<file path="src/rtl/regfile_wb_arbiter.sv">
// Writeback arbiter for the register file: picks between ALU and load-unit writes,
// registers the winning write, and keeps a pending-destination scoreboard for hazards.
module regfile_wb_arbiter #(
    parameter int DATA_LEN     = 32,
    parameter int REG_ADDR_LEN = 5,
    parameter int STARVE_LIMIT = 3
) (
    input  logic                    clk,
    input  logic                    rst,
    input  logic                    req0_valid,
    input  logic [REG_ADDR_LEN-1:0] req0_addr,
    input  logic [DATA_LEN-1:0]     req0_data,
    output logic                    req0_ready,
    input  logic                    req1_valid,
    input  logic [REG_ADDR_LEN-1:0] req1_addr,
    input  logic [DATA_LEN-1:0]     req1_data,
    output logic                    req1_ready,
    output logic                    rf_we,
    output logic [REG_ADDR_LEN-1:0] rf_w_addr,
    output logic [DATA_LEN-1:0]     rf_w_data,
    input  logic                    issue_valid,
    input  logic [REG_ADDR_LEN-1:0] issue_addr,
    output logic                    issue_ready,
    input  logic [REG_ADDR_LEN-1:0] chk_addr1,
    input  logic [REG_ADDR_LEN-1:0] chk_addr2,
    output logic                    chk_busy1,
    output logic                    chk_busy2
);

    localparam int NUM_REGS = 1 << REG_ADDR_LEN;
    localparam int CNT_LEN  = (STARVE_LIMIT > 0) ? $clog2(STARVE_LIMIT + 1) : 1;
    localparam logic [CNT_LEN-1:0] CNT_MAX = CNT_LEN'(STARVE_LIMIT);

    logic [CNT_LEN-1:0]      r_starveCnt;
    logic [NUM_REGS-1:0]     r_pending;
    logic                    r_rfWe;
    logic [REG_ADDR_LEN-1:0] r_rfWAddr;
    logic [DATA_LEN-1:0]     r_rfWData;

    logic                    w_starved;
    logic                    w_grant0;
    logic                    w_grant1;
    logic                    w_issueAccept;
    logic [NUM_REGS-1:0]     w_setMask;
    logic [NUM_REGS-1:0]     w_clrMask;

    // The load unit only overrides the ALU once it has been starved long enough.
    assign w_starved     = (r_starveCnt == CNT_MAX);
    assign w_grant1      = req1_valid && (!req0_valid || w_starved);
    assign w_grant0      = req0_valid && !w_grant1;
    assign req0_ready    = w_grant0;
    assign req1_ready    = w_grant1;

    assign issue_ready   = (issue_addr == '0) || !r_pending[issue_addr];
    assign w_issueAccept = issue_valid && issue_ready;

    assign chk_busy1     = (chk_addr1 != '0) && r_pending[chk_addr1];
    assign chk_busy2     = (chk_addr2 != '0) && r_pending[chk_addr2];

    assign rf_we         = r_rfWe;
    assign rf_w_addr     = r_rfWAddr;
    assign rf_w_data     = r_rfWData;

    always_comb begin
        w_setMask = '0;
        w_clrMask = '0;
        if (w_issueAccept && (issue_addr != '0))
            w_setMask[issue_addr] = 1'b1;
        if (r_rfWe)
            w_clrMask[r_rfWAddr] = 1'b1;
    end

    always_ff @(posedge clk or posedge rst) begin
        if (rst) begin
            r_starveCnt <= '0;
        end else if (req1_valid && !w_grant1) begin
            if (!w_starved)
                r_starveCnt <= r_starveCnt + 1'b1;
        end else begin
            r_starveCnt <= '0;
        end
    end

    // Register-0 writes are granted but never reach the register file.
    always_ff @(posedge clk or posedge rst) begin
        if (rst) begin
            r_rfWe    <= 1'b0;
            r_rfWAddr <= '0;
            r_rfWData <= '0;
        end else if (w_grant1) begin
            r_rfWe    <= (req1_addr != '0);
            r_rfWAddr <= req1_addr;
            r_rfWData <= req1_data;
        end else if (w_grant0) begin
            r_rfWe    <= (req0_addr != '0);
            r_rfWAddr <= req0_addr;
            r_rfWData <= req0_data;
        end else begin
            r_rfWe    <= 1'b0;
        end
    end

    // A new issue to a register wins over a writeback retiring that same register.
    always_ff @(posedge clk or posedge rst) begin
        if (rst)
            r_pending <= '0;
        else
            r_pending <= (r_pending & ~w_clrMask) | w_setMask;
    end

endmodule

</file>
<file path="config.mk">
export PLATFORM = sky130hd
export DESIGN_NAME = regfile_wb_arbiter
export DESIGN_NICKNAME = d
export VERILOG_FILES = /design/src/rtl/regfile_wb_arbiter.sv
export SDC_FILE = /design/constraint.sdc
export NUM_CORES = 1
export LEC_CHECK = 0
export CAP_MARGIN = 20
export CORE_MARGIN = 2
export CORE_UTILIZATION = 45
export DETAILED_ROUTE_END_ITERATION = 10
export HOLD_SLACK_MARGIN = 0.1
export PLACE_DENSITY = 0.8
export SYNTH_ARGS = -nofsm -noshare
export SYNTH_HDL_FRONTEND = slang
export SYNTH_SLANG_ARGS = --single-unit
</file>
<file path="constraint.sdc">
create_clock -name clk -period 3.7 [get_ports clk]
set_input_delay 0.925 -clock clk [delete_from_list [all_inputs] [get_ports clk]]
set_output_delay 0.925 -clock clk [all_outputs]
set_load 0.01 [all_outputs]
</file>
==> results of run 1 <==
[how the worst max path moves through the flow]
stage          depth (start not counted)  slack (ps)     endpoint          start
2_1_floorplan                          6         270  issue_ready  issue_addr[1]
3_3_place_gp                           6        -540    chk_busy2   chk_addr2[0]
3_5_place_dp                           6        -560    chk_busy1   chk_addr1[0]
4_1_cts                                6          40    chk_busy2   chk_addr2[0]
5_1_grt                                6          30    chk_busy1   chk_addr1[0]
6_report                               6          90    chk_busy1   chk_addr1[0]
[layout make-up]
type | instances | area [sq um] | area share, %
timing repair buffer | 160 | 1570 | 27.7
inverter | 3 | 11.3 | 0.199
tap | 105 | 131 | 2.32
multi-input combinational | 275 | 1970 | 34.9
sequential | 72 | 1800 | 31.8
clock buffer | 14 | 163 | 2.87
clock inverter | 2 | 13.8 | 0.243
[layer usage]
layer  wire length, um  GRT usage, %
met3              1210          8.16
met4               409          12.5
met5                 0             0
met2              6150          45.4
met1              4820          35.4
[power by group through the flow]
stage / sequential, W / clock, W / combinational, W
final: 0.00125 / 0.000560 / 0.000844
after global routing: 0.00126 / 0.000615 / 0.000933
after CTS: 0.00123 / 0.000572 / 0.000852
after detailed placement: 0.00125 / 0 / 0.000855
after global placement: 0.00124 / 0 / 0.000824
after floorplan: 0.00113 / 0 / 0.000516
[through the flow]
step	instances	setup TNS (ps)	power, W	util (%)	area, sq um
2_1_floorplan	375	0	0.00164	-	3870
3_3_place_gp	612	-1560	0.00207	66.0	5450
3_5_place_dp	612	-1630	0.00210	66.0	5450
4_1_cts	631	0	0.00266	68.6	5660
5_1_grt	631	0	0.00281	68.5	5660
6_report	631	0	0.00265	68.5	5660
[Yosys cell counts, drive strengths merged, types with 3 or more instances]
cell	n
nand3b	8
mux2i	6
dfrtp	72
o21ai	66
buf	5
inv	3
mux4	26
clkbuf	20
nor2	10
nor2b	4
nand2	85
a22oi	37
or3	3
or4	3
mux2	6
or3b	3
nand3	5
[logic make-up (layout without fill, tap and decap cells)]
| logic type | count (synthesis) | after routing | share of synthesized area (%) |
|---|---|---|---|
| adders and majority gates | 1 | 1 | 0.323 |
| DFF | 72 | 72 | 46.6 |
| buffers and inverters | 28 | 179 | 2.85 |
| muxes | 38 | 38 | 18.4 |
| AOI/OAI and AO/OA | 110 | 110 | 17.1 |
| and+or+nand+nor | 126 | 126 | 14.7 |
[registers in the layout (all words and copies together), names as in the netlist]
signal and cells:
r_pending 32, r_starveCnt 2, rf_w_addr 5, rf_w_data 32
rf_we 1
[worst max-delay path, stage by stage]
cell	delay (ps)
dlygate4sd2_1	240
buf_12	150
mux4_2	490
mux4_2	470
mux2_2	270
buf_2	140
[what timing repair did]
item                                    4_1_cts  5_1_grt
cloned                                        2        0
gates resized for setup                      27        1
pin swaps                                     4        0
endpoints found under the setup margin        3        1
setup buffers                                 1        0
[cell usage in the layout, fill, tap and decap left out, drive strengths merged, types with 2 or more instances in the layout]
| cell type | n |
|---|---|
| clkdlybuf4s50 | 127 |
| nand2 | 85 |
| dfrtp | 72 |
| o21ai | 66 |
| a22oi | 37 |
| mux4 | 26 |
| buf | 26 |
| clkbuf | 15 |
| nor2 | 10 |
| nand3b | 8 |
| mux2 | 6 |
| mux2i | 6 |
| nand3 | 5 |
| dlygate4sd2 | 5 |
| nor2b | 4 |
| or3 | 3 |
| or3b | 3 |
| or4 | 3 |
| inv | 3 |
| clkinv | 2 |
==> results.rst, run 1 <==
.. list-table::
   :header-rows: 1

   * - Metric
     - Value
   * - Origin of the critical flop-to-flop path
     - r_pending[20]
   * - Placement Setup Slack
     - -558 ps
   * - Kind of start point of the critical path
     - input pin
   * - Relative max-transition margin
     - between 30% and 40%
   * - Via-per-instance ratio
     - 6.00
   * - Logic gate share of total power
     - between 30% and 40%
   * - Post-synth EDFFs
     - 0
   * - Total global-route track usage
     - about 28%
   * - Min Clock Period, post-route
     - between 3000 and 4000 ps
   * - Hold buffers post-CTS
     - 0
   * - Number of antenna-violating nets in the routed design
     - 0
   * - Pins Over Slew Limit
     - 0
   * - Final number of hold-violating endpoints
     - 0
   * - Post-synth design cell area
     - between 3000 and 4000 sq um
   * - R2R cell count
     - 3
   * - Maximum clock frequency
     - ~280 MHz
   * - Total internal power
     - 0.00178 W
   * - Data required, critical path
     - 2770 ps
   * - Slack of the critical path
     - between 80 and 90 ps
   * - Setup repair after global routing missed its margin
     - no
   * - Highest fanout seen on the critical path
     - 8
   * - Congestion Overflow GR
     - 0
   * - Clk Latency, worst-skew pair
     - approximately 340 ps
   * - Die area
     - ~9400 sq um
   * - Reg power frac
     - roughly 47%
   * - VDD IR max
     - around 270 uV
   * - Total setup violations reported at the end of the flow
     - 0
   * - Total clock sinks
     - around 70
   * - Path class of the lowest-slack min-delay path
     - reg2reg
   * - Fill count
     - about 650
   * - Root cell of the clock tree
     - clkbuf_8
   * - Area share of the leading cell type in the synthesized netlist
     - about 47%
   * - Number of cells on the worst hold path
     - 1
   * - Net Sw Frac
     - 32.9%
   * - Mean routed wirelength per cell
     - between 15 and 20 um
   * - Syn-to-layout area delta
     - 46.3%
   * - Detailed placer's ending HPWL
     - roughly 9500 um
   * - Syn. warnings
     - 0
   * - Post-synthesis sequential area ratio
     - about 47%
   * - Power density cells
     - roughly 470 nW/um^2
   * - Clock-pin slew on the worst setup and hold paths
     - 80 ps
   * - IO Pins
     - between 100 and 150
   * - Clock share of power
     - between 20% and 30%
   * - Most used flip-flop cell after synthesis
     - dfrtp_1
   * - Flops & latches, synth
     - between 70 and 80
   * - CP Data Arrival Time
     - 2690 ps
   * - Yosys top cell by area
     - dfrtp_1
   * - Drt total wl
     - 12600 um
   * - Result of the run
     - complete, no violations
   * - Clock tree skew after final layout
     - ~14 ps
   * - Kind of critical path
     - in2out
   * - Global placer's final weighted congestion
     - ~0.97
   * - Average cell area after synthesis
     - 10.3 sq um
   * - Share of synthesized registers carrying an async set or reset
     - 100%
   * - Clock tree from TritonCTS
     - done
   * - FF-to-FF setup slack
     - ~1900 ps
   * - Largest net degree at the start of global routing
     - between 70 and 80
   * - Area of the core region
     - approximately 8300 sq um
   * - CTS Buffer Depth
     - 2
   * - Initial antenna violation count
     - 0
   * - Number of rows created at floorplan
     - 33
   * - Final nets
     - around 600
   * - Unique masters post-synth
     - 31
   * - Cts bufs inserted
     - 9
   * - P_sw
     - approximately 0.00087 W
   * - Setup crit end kind
     - output pin
   * - Mapped Nets
     - 470
   * - Hold path startpoint
     - r_starveCnt[0]
   * - Via count of the routed design
     - 3783
   * - Global-route wire length before repair
     - about 21000 um
   * - Capture endpoint of the worst hold path
     - r_starveCnt[0]
   * - Max-cap viol count
     - 0
   * - CTS H-Tree Depth
     - 3
   * - Worst slack on hold paths
     - 443 ps
   * - Share of cells above drive strength 1
     - 15.4%
   * - Biggest area contributors in the synthesized netlist
     - dfrtp_1, mux4_2, o21ai_0, nand2_1, a22oi_1
   * - Number of inserted diodes
     - 0
   * - R2R Path End
     - r_pending[20]
   * - Chip width
     - a little under 100 um
   * - Fin crit share
     - 97.6%
   * - P_leak
     - ~2.3 nW
   * - Pin slew with the least headroom to its limit
     - 909 ps
   * - Number of buffers added on ports
     - approximately 140
   * - Gate count after technology mapping
     - between 300 and 400
   * - Final routed DRC violation total
     - 0
   * - Initial DRC count
     - 397
   * - Number of iterations in the first detailed-routing pass
     - 7
   * - Die height
     - roughly 97 um
   * - Via count of the first global-routing pass
     - 4085
   * - Effective utilization at floorplan
     - a little under half
(Power assumes the default switching activity.)
==> inputs of run 2 (changes only) <==
--- a/config.mk
+++ b/config.mk
@@ -9,6 +9,7 @@
 export CORE_MARGIN = 2
 export CORE_UTILIZATION = 45
 export DETAILED_ROUTE_END_ITERATION = 10
+export GPL_TIMING_DRIVEN = 0
 export HOLD_SLACK_MARGIN = 0.1
 export PLACE_DENSITY = 0.8
 export SYNTH_ARGS = -nofsm -noshare
==> run 2 against run 1 <==
Non-clock buffer count fell by 6. Critical path depth shrank 2. Wire length down 5.0%. Flip-flop and latch count is the same. Clock power increased by 11%. Core utilization is 1.7 points lower. Fmax down 0.60%. Register-to-register slack got worse by 80 ps. First-iteration DRC count shrank 25%. Power decreased by 0.36%. Clock skew decreased by 0.52 ps. Highest routed layer unchanged.
==> results.rst, run 2 (synthesized netlist as in run 1, its figures left out) <==
.. list-table::
   :header-rows: 1

   * - Metric
     - Value
   * - Number of antenna-violating nets in the routed design
     - 0 (unchanged)
   * - Number of iterations in the first detailed-routing pass
     - 5 (-2)
   * - Most common cell type on the critical path
     - clkdlybuf4s50_1
   * - CP Launch Point
     - req0_valid
   * - CP Data Arrival Time
     - 2710 ps (+20 ps)
   * - Cts bufs inserted
     - 9 (unchanged)
   * - Number of inserted diodes
     - 0 (unchanged)
   * - Post-CTS Setup Inserts
     - 0 (-1)
   * - Min Clock Period, post-route
     - 3630 ps (+21.9 ps)
   * - Pin slew with the least headroom to its limit
     - 889 ps (-20.2 ps)
   * - Power density cells
     - 479 nW/um^2 (+2.1%)
   * - Initial DRC count
     - 296 (-25%)
   * - Placement Setup Slack
     - -475 ps (+83.5 ps)
   * - Cell class contributing the biggest share of worst-path delay
     - buffers and inverters
   * - Number of buffers added on ports
     - 129 (-5.1%)
   * - Area used by sequential logic in the layout
     - 1800 sq um (unchanged)
   * - Total clock sinks
     - 72 (unchanged)
   * - Clock tree from TritonCTS
     - done
   * - Origin of the critical flop-to-flop path
     - r_starveCnt[0]
   * - Die height
     - 96.7 um (unchanged)
   * - Setup crit end kind
     - output pin
   * - Count of buffering cells on the critical path with inverters included
     - 3 (unchanged)
   * - CTS Buffer Depth
     - 2 (unchanged)
   * - Die area
     - 9350 sq um (unchanged)
   * - Root cell of the clock tree
     - clkbuf_8
   * - Detailed placer's ending HPWL
     - 8810 um (-7.0%)
   * - Worst slack on hold paths
     - 437 ps (-5.48 ps)
   * - Final nets
     - 610 (-0.97%)
   * - Clock tree skew after final layout
     - 13.3 ps (-0.521 ps)
   * - Syn-to-layout area delta
     - 42.7%
   * - Largest net degree at the start of global routing
     - 73 (unchanged)
   * - Max stage delay on crit path
     - 620 ps (+130 ps)
   * - Result of the run
     - complete, no violations
   * - Via count of the first global-routing pass
     - 3802 (-6.9%)
   * - Hold buffers post-CTS
     - 0 (unchanged)
   * - Max-cap viol count
     - 0 (unchanged)
   * - IO Pins
     - 137 (unchanged)
   * - FF-to-FF setup slack
     - 1840 ps (-80 ps)
   * - Data required, critical path
     - 2770 ps (about the same)
   * - Via count of the routed design
     - 3632 (-4.0%)
   * - Share of cells above drive strength 1
     - 11.9% (-3.5 points)
   * - P_leak
     - 2.24 nW (-4.2%)
   * - Cell at the slowest stage of the critical path
     - clkdlybuf4s50_1
   * - Total global-route track usage
     - 26.5% (-1.7 points)
   * - Maximum clock frequency
     - 275 MHz (-0.60%)
   * - Number of rows created at floorplan
     - 33 (unchanged)
   * - Global placer's final weighted congestion
     - 0.999 (+3.2%)
   * - Clock-pin slew on the worst setup and hold paths
     - 80 ps (about the same)
   * - Setup crit end
     - req0_ready
   * - Fill count
     - 646 (-0.15%)
   * - Global-route wire length before repair
     - 19600 um (-6.8%)
   * - Kind of start point of the critical path
     - input pin
   * - Commonest cells after routing, fill and taps aside
     - clkdlybuf4s50_1, nand2_1, dfrtp_1
   * - Highest fanout seen on the critical path
     - 10 (+2)
   * - Kind of critical path
     - in2out
   * - Pins Over Slew Limit
     - 0 (unchanged)
   * - Via-per-instance ratio
     - 5.81 (-3.1%)
   * - Core utilization of the finished layout
     - 66.8% (-1.7 points)
   * - Drt total wl
     - 12000 um (-5.0%)
   * - Critical path depth in cells
     - 4 (-2)
   * - Chip width
     - 96.7 um (unchanged)
   * - CTS H-Tree Depth
     - 3 (unchanged)
   * - Most common cell after layout, fill and taps aside
     - clkdlybuf4s50_1
   * - Area of the core region
     - 8260 sq um (unchanged)
   * - Fin crit share
     - 98.2% (+0.59 points)
   * - Clk Latency, worst-skew pair
     - 350 ps (about the same)
   * - Critical path cell sequence
     - clkdlybuf4s50_1, a21boi_0, clkbuf_1, clkdlybuf4s50_1
   * - Final-layout setup total negative slack
     - 0 ps (unchanged)
   * - R2R Path End
     - rf_w_data[13]
   * - R2R cell count
     - 6 (+3)
   * - Mean routed wirelength per cell
     - 19.1 um (-4.1%)
   * - Area occupied by multi-input gates
     - 1960 sq um (-0.44%)
   * - Congestion Overflow GR
     - 0 (unchanged)
   * - Slack of the critical path
     - 67.0 ps (-21.9 ps)
   * - Path class of the lowest-slack min-delay path
     - reg2reg
   * - Initial antenna violation count
     - 0 (unchanged)
   * - Effective utilization at floorplan
     - 46.8% (unchanged)
   * - VDD IR max
     - 203 uV (-25%)
   * - Relative max-transition margin
     - 40.7% (+1.3 points)
   * - Final number of hold-violating endpoints
     - 0 (unchanged)
   * - Total setup violations reported at the end of the flow
     - 0 (unchanged)
   * - Final routed DRC violation total
     - 0 (unchanged)
-- run 2: changes by cell type in the layout (fill, tap and decap cells not counted), moves of 2 or more --
cell,delta
buf_12,-2
buf_4,-16
buf_6,-3
clkbuf_1,+12
clkbuf_2,+2
clkbuf_4,+2
clkbuf_8,-2
clkinvlp_4,+2
dlygate4sd2_1,-2
-- run 2: worst register-to-register path, stage by stage (launching register included) --
cell and delay, ps:
dfrtp_1 390, ha_1 220, a21boi_0 230, clkbuf_1 380, clkbuf_1 400, nand2_1 110, nand2_1 70
-- run 2: final cells by class --
cell class              instances  area share [%]
inverters                       3           0.249
multi-input cells             275            35.6
clock inverters                 7            1.31
clock buffers                   9            2.24
flip-flops and latches         72            32.6
repair buffers                129            23.3
plain buffers                  25            2.27
well taps                     105            2.38
-- run 2: through the flow --
step	cell area (sq um)	std cells	power, W
3_5_place_dp	5290	609	0.00203
6_report	5520	625	0.00264
4_1_cts	5510	625	0.00265
5_1_grt	5520	625	0.00281
3_3_place_gp	5290	609	0.00198
2_1_floorplan	3870	375	0.00164
-- run 2: what timing repair did --
action                                  in CTS  in global routing
gates cloned                                 0                  0
pin swaps                                    0                  0
resized for setup                           14                  3
endpoints found under the setup margin       4                  1
-- run 2: metal layers --
metal  global-route usage, %  vias up  part of all wire (%)
li1                        -     1666                     -
met1                    32.6     1751                    38
met2                    44.3      193                    50
met3                    9.03       22                   9.7
met4                    7.91        0                   1.9
met5                       0        -                     0
-- run 2: worst min path at each step --
| stage | slack [ps] | end | start | cells past startpoint |
|---|---|---|---|---|
| finish | 440 | r_starveCnt[0] | r_starveCnt[0] | 1 |
| global route | 470 | r_starveCnt[0] | r_starveCnt[0] | 1 |
| CTS | 440 | r_starveCnt[0] | r_starveCnt[0] | 1 |
| detailed placement | 430 | r_starveCnt[0] | r_starveCnt[0] | 1 |
| global placement | 420 | r_starveCnt[0] | r_starveCnt[0] | 1 |
| floorplan | 410 | r_starveCnt[0] | r_starveCnt[0] | 1 |
-- run 2: where the power goes --
group | leakage [nW] | switching, W | total (W) | internal, W
clock | 0.0952 | 0.000312 | 0.000623 | 0.000311
combinational | 1.29 | 0.000353 | 0.000862 | 0.000509
sequential | 0.853 | 0.000179 | 0.00116 | 0.000978
==> inputs of run 3 (changes only) <==
--- a/config.mk
+++ b/config.mk
@@ -5,7 +5,6 @@
 export SDC_FILE = /design/constraint.sdc
 export NUM_CORES = 1
 export LEC_CHECK = 0
-export CAP_MARGIN = 20
 export CORE_MARGIN = 2
 export CORE_UTILIZATION = 45
 export DETAILED_ROUTE_END_ITERATION = 10
==> constraint.sdc (replaced) <==
create_clock -name clk -period 4.4 [get_ports clk]
set_input_delay 1.1 -clock clk [delete_from_list [all_inputs] [get_ports clk]]
set_output_delay 1.1 -clock clk [all_outputs]
set_load 0.01 [all_outputs]
==> run 3 against run 2 <==
Wire length increased by 0.32%. Register-to-register slack improved by 700 ps. Non-clock buffer count unchanged. First-iteration DRC count increased by 2.7%. Critical path type unchanged.
==> results.rst, run 3 (synthesized netlist as in run 1, its figures left out) <==
.. list-table::
   :header-rows: 1

   * - Metric
     - Value
   * - Pin slew with the least headroom to its limit
     - 899 ps (+10.2 ps)
   * - Hold path startpoint
     - r_starveCnt[0]
   * - Cell class contributing the biggest share of worst-path delay
     - multiplexers
   * - IO Pins
     - 137 (unchanged)
   * - Final design area excluding fillers
     - 5490 sq um (-0.45%)
   * - Global-route wire length before repair
     - 19600 um (-0.11%)
   * - Final-layout setup total negative slack
     - 0 ps (unchanged)
   * - Kind of start point of the critical path
     - input pin
   * - Max stage delay on crit path
     - 500 ps (-120 ps)
   * - Detailed placer's ending HPWL
     - 8810 um (unchanged)
   * - P_leak
     - 2.22 nW (-0.93%)
   * - Number of rows created at floorplan
     - 33 (unchanged)
   * - Hold buffers post-CTS
     - 0 (unchanged)
   * - Min Clock Period, post-route
     - approximately 4300 ps
   * - CP Launch Point
     - chk_addr1[1]
   * - Post-CTS Setup Inserts
     - 0 (unchanged)
   * - Highest fanout seen on the critical path
     - 9 (-1)
   * - Total setup violations reported at the end of the flow
     - 0 (unchanged)
   * - Most common cell after layout, fill and taps aside
     - clkdlybuf4s50_1
   * - Setup crit end kind
     - output pin
   * - Via count of the routed design
     - 3637 (+0.14%)
   * - Path class of the lowest-slack min-delay path
     - reg2reg
   * - VDD IR max
     - 171 uV (-16%)
   * - GR Layer Usage met3
     - 8.96% (-0.072 points)
   * - Cell at the slowest stage of the critical path
     - mux4_2
   * - Total global-route track usage
     - 26.5% (unchanged)
   * - Maximum clock frequency
     - approximately 230 MHz
   * - CP Data Arrival Time
     - 3230 ps (+520 ps)
   * - Origin of the critical flop-to-flop path
     - r_starveCnt[0]
   * - Critical path cell sequence
     - clkbuf_1, mux4_2, mux4_2, mux2_2, clkdlybuf4s50_1
   * - Relative max-transition margin
     - 40.1% (-0.68 points)
   * - Pins Over Slew Limit
     - 0 (unchanged)
   * - Final nets
     - 610 (unchanged)
   * - Final number of hold-violating endpoints
     - 0 (unchanged)
   * - Via count of the first global-routing pass
     - 3793 (-0.24%)
   * - Number of cells in the finished layout apart from fillers
     - 625 (unchanged)
   * - Max-cap viol count
     - 0 (unchanged)
   * - Clk Latency, worst-skew pair
     - 350 ps (about the same)
   * - Fin crit share
     - a little over nine tenths
   * - Data required, critical path
     - 3300 ps (+530 ps)
   * - Chip width
     - 96.7 um (unchanged)
   * - Kind of critical path
     - in2out
   * - Met2 track utilization from global routing
     - 44.3% (-0.053 points)
   * - Area of the core region
     - 8260 sq um (unchanged)
   * - Result of the run
     - complete, no violations
   * - Core utilization of the finished layout
     - 66.5% (-0.30 points)
   * - Met1 demand-to-capacity share in global routing
     - 32.7% (+0.096 points)
   * - Initial antenna violation count
     - 0 (unchanged)
   * - Initial DRC count
     - 304 (+2.7%)
   * - Share of cells above drive strength 1
     - 11.2% (-0.77 points)
   * - Count of buffering cells on the critical path with inverters included
     - 2 (-1)
   * - Die area
     - 9350 sq um (unchanged)
   * - Clock tree from TritonCTS
     - done
   * - Most common cell type on the critical path
     - mux4_2
   * - Effective utilization at floorplan
     - 46.8% (unchanged)
   * - Gr busiest metal
     - met2
   * - Placed Cells incl. Taps
     - 609 (unchanged)
   * - Number of iterations in the first detailed-routing pass
     - 5 (unchanged)
   * - Drt total wl
     - 12000 um (+0.32%)
   * - Clock tree skew after final layout
     - 11.4 ps (-1.95 ps)
   * - Number of buffers added on ports
     - 129 (unchanged)
   * - Root cell of the clock tree
     - clkbuf_8
   * - Number of antenna-violating nets in the routed design
     - 0 (unchanged)
   * - Clock-pin slew on the worst setup and hold paths
     - 80 ps (about the same)
   * - Largest net degree at the start of global routing
     - 73 (unchanged)
   * - Via-per-instance ratio
     - 5.82 (+0.14%)
   * - Setup repair after global routing missed its margin
     - no
   * - Cts bufs inserted
     - 9 (unchanged)
   * - Die height
     - 96.7 um (unchanged)
   * - Final routed DRC violation total
     - 0 (unchanged)
   * - Syn-to-layout area delta
     - 42.1%
   * - Placed instance area
     - 5290 sq um (unchanged)
   * - Number of inserted diodes
     - 0 (unchanged)
   * - Mean routed wirelength per cell
     - 19.2 um (+0.32%)
   * - CTS Buffer Depth
     - 2 (unchanged)
   * - Congestion Overflow GR
     - 0 (unchanged)
   * - Power density cells
     - 405 nW/um^2 (-15%)
   * - Number of cells upsized or downsized after cts
     - 2 (-12)
   * - Global placer's final weighted congestion
     - 0.999 (unchanged)
   * - CTS H-Tree Depth
     - 3 (unchanged)
   * - Total clock sinks
     - 72 (unchanged)
   * - Commonest cells after routing, fill and taps aside
     - clkdlybuf4s50_1, nand2_1, dfrtp_1
[run 3: cell types whose count changed in the layout (fill, tap and decap cells not counted)]
cell,delta
buf_2,+3
clkbuf_1,+3
clkdlybuf4s50_1,+3
dlygate4sd2_1,-3
buf_6,-2
clkbuf_2,-2
clkbuf_4,-2
o41ai_1,+1
o41ai_2,-1
[run 3: layout make-up]
type / count / area [sq um]
Clock buffer: 9 / 124
Multi-Input combinational cell: 275 / 1960
Buffer: 25 / 104
Tap cell: 105 / 131
Sequential cell: 72 / 1800
Clock inverter: 7 / 72.6
Inverter: 3 / 13.8
Fill cell: 646 / 2760
Timing Repair Buffer: 129 / 1290
[run 3: worst register-to-register path, stage by stage (launching register included)]
cell,delay (ps)
dfrtp_1,390
ha_1,220
a21boi_0,220
clkbuf_1,390
clkbuf_1,400
nand2_1,110
nand2_1,70
[run 3: where the power goes]
part	switching [W]	total, W	internal [W]
Clock	0.000264	0.000525	0.000261
Sequential	0.000151	0.000973	0.000822
Combinational	0.000295	0.000728	0.000433
Total	0.000710	0.00223	0.00152
[run 3: metrics by stage]
stage	setup slack [ps]	hold slack [ps]	power [W]
global placement	-86.2	421	0.00166
global route	3.09	467	0.00237
floorplan	616	406	0.00138
finish	67.0	438	0.00223
CTS	53.4	438	0.00224
detailed placement	-125	427	0.00171
[run 3: worst paths after layout]
| check | end | slack, ps | depth (start not counted) |
|---|---|---|---|
| worst max-delay path | chk_busy1 | 70 | 5 |
| worst min-delay path | r_starveCnt[0] | 440 | 1 |
| worst max register to register | rf_w_data[13] | 2540 | 6 |
| worst min register to register | r_starveCnt[0] | 440 | 1 |
| max in group asynchronous | rf_w_data[19] | 2510 | 2 |
| min in group asynchronous | r_pending[12] | 1290 | 2 |
[run 3: routing by layer]
metal / vias to the layer above / share of wire (%)
met2: 198 / 50
met5: - / 0
li1: 1666 / -
met1: 1754 / 38
met3: 19 / 9.9
met4: 0 / 1.8
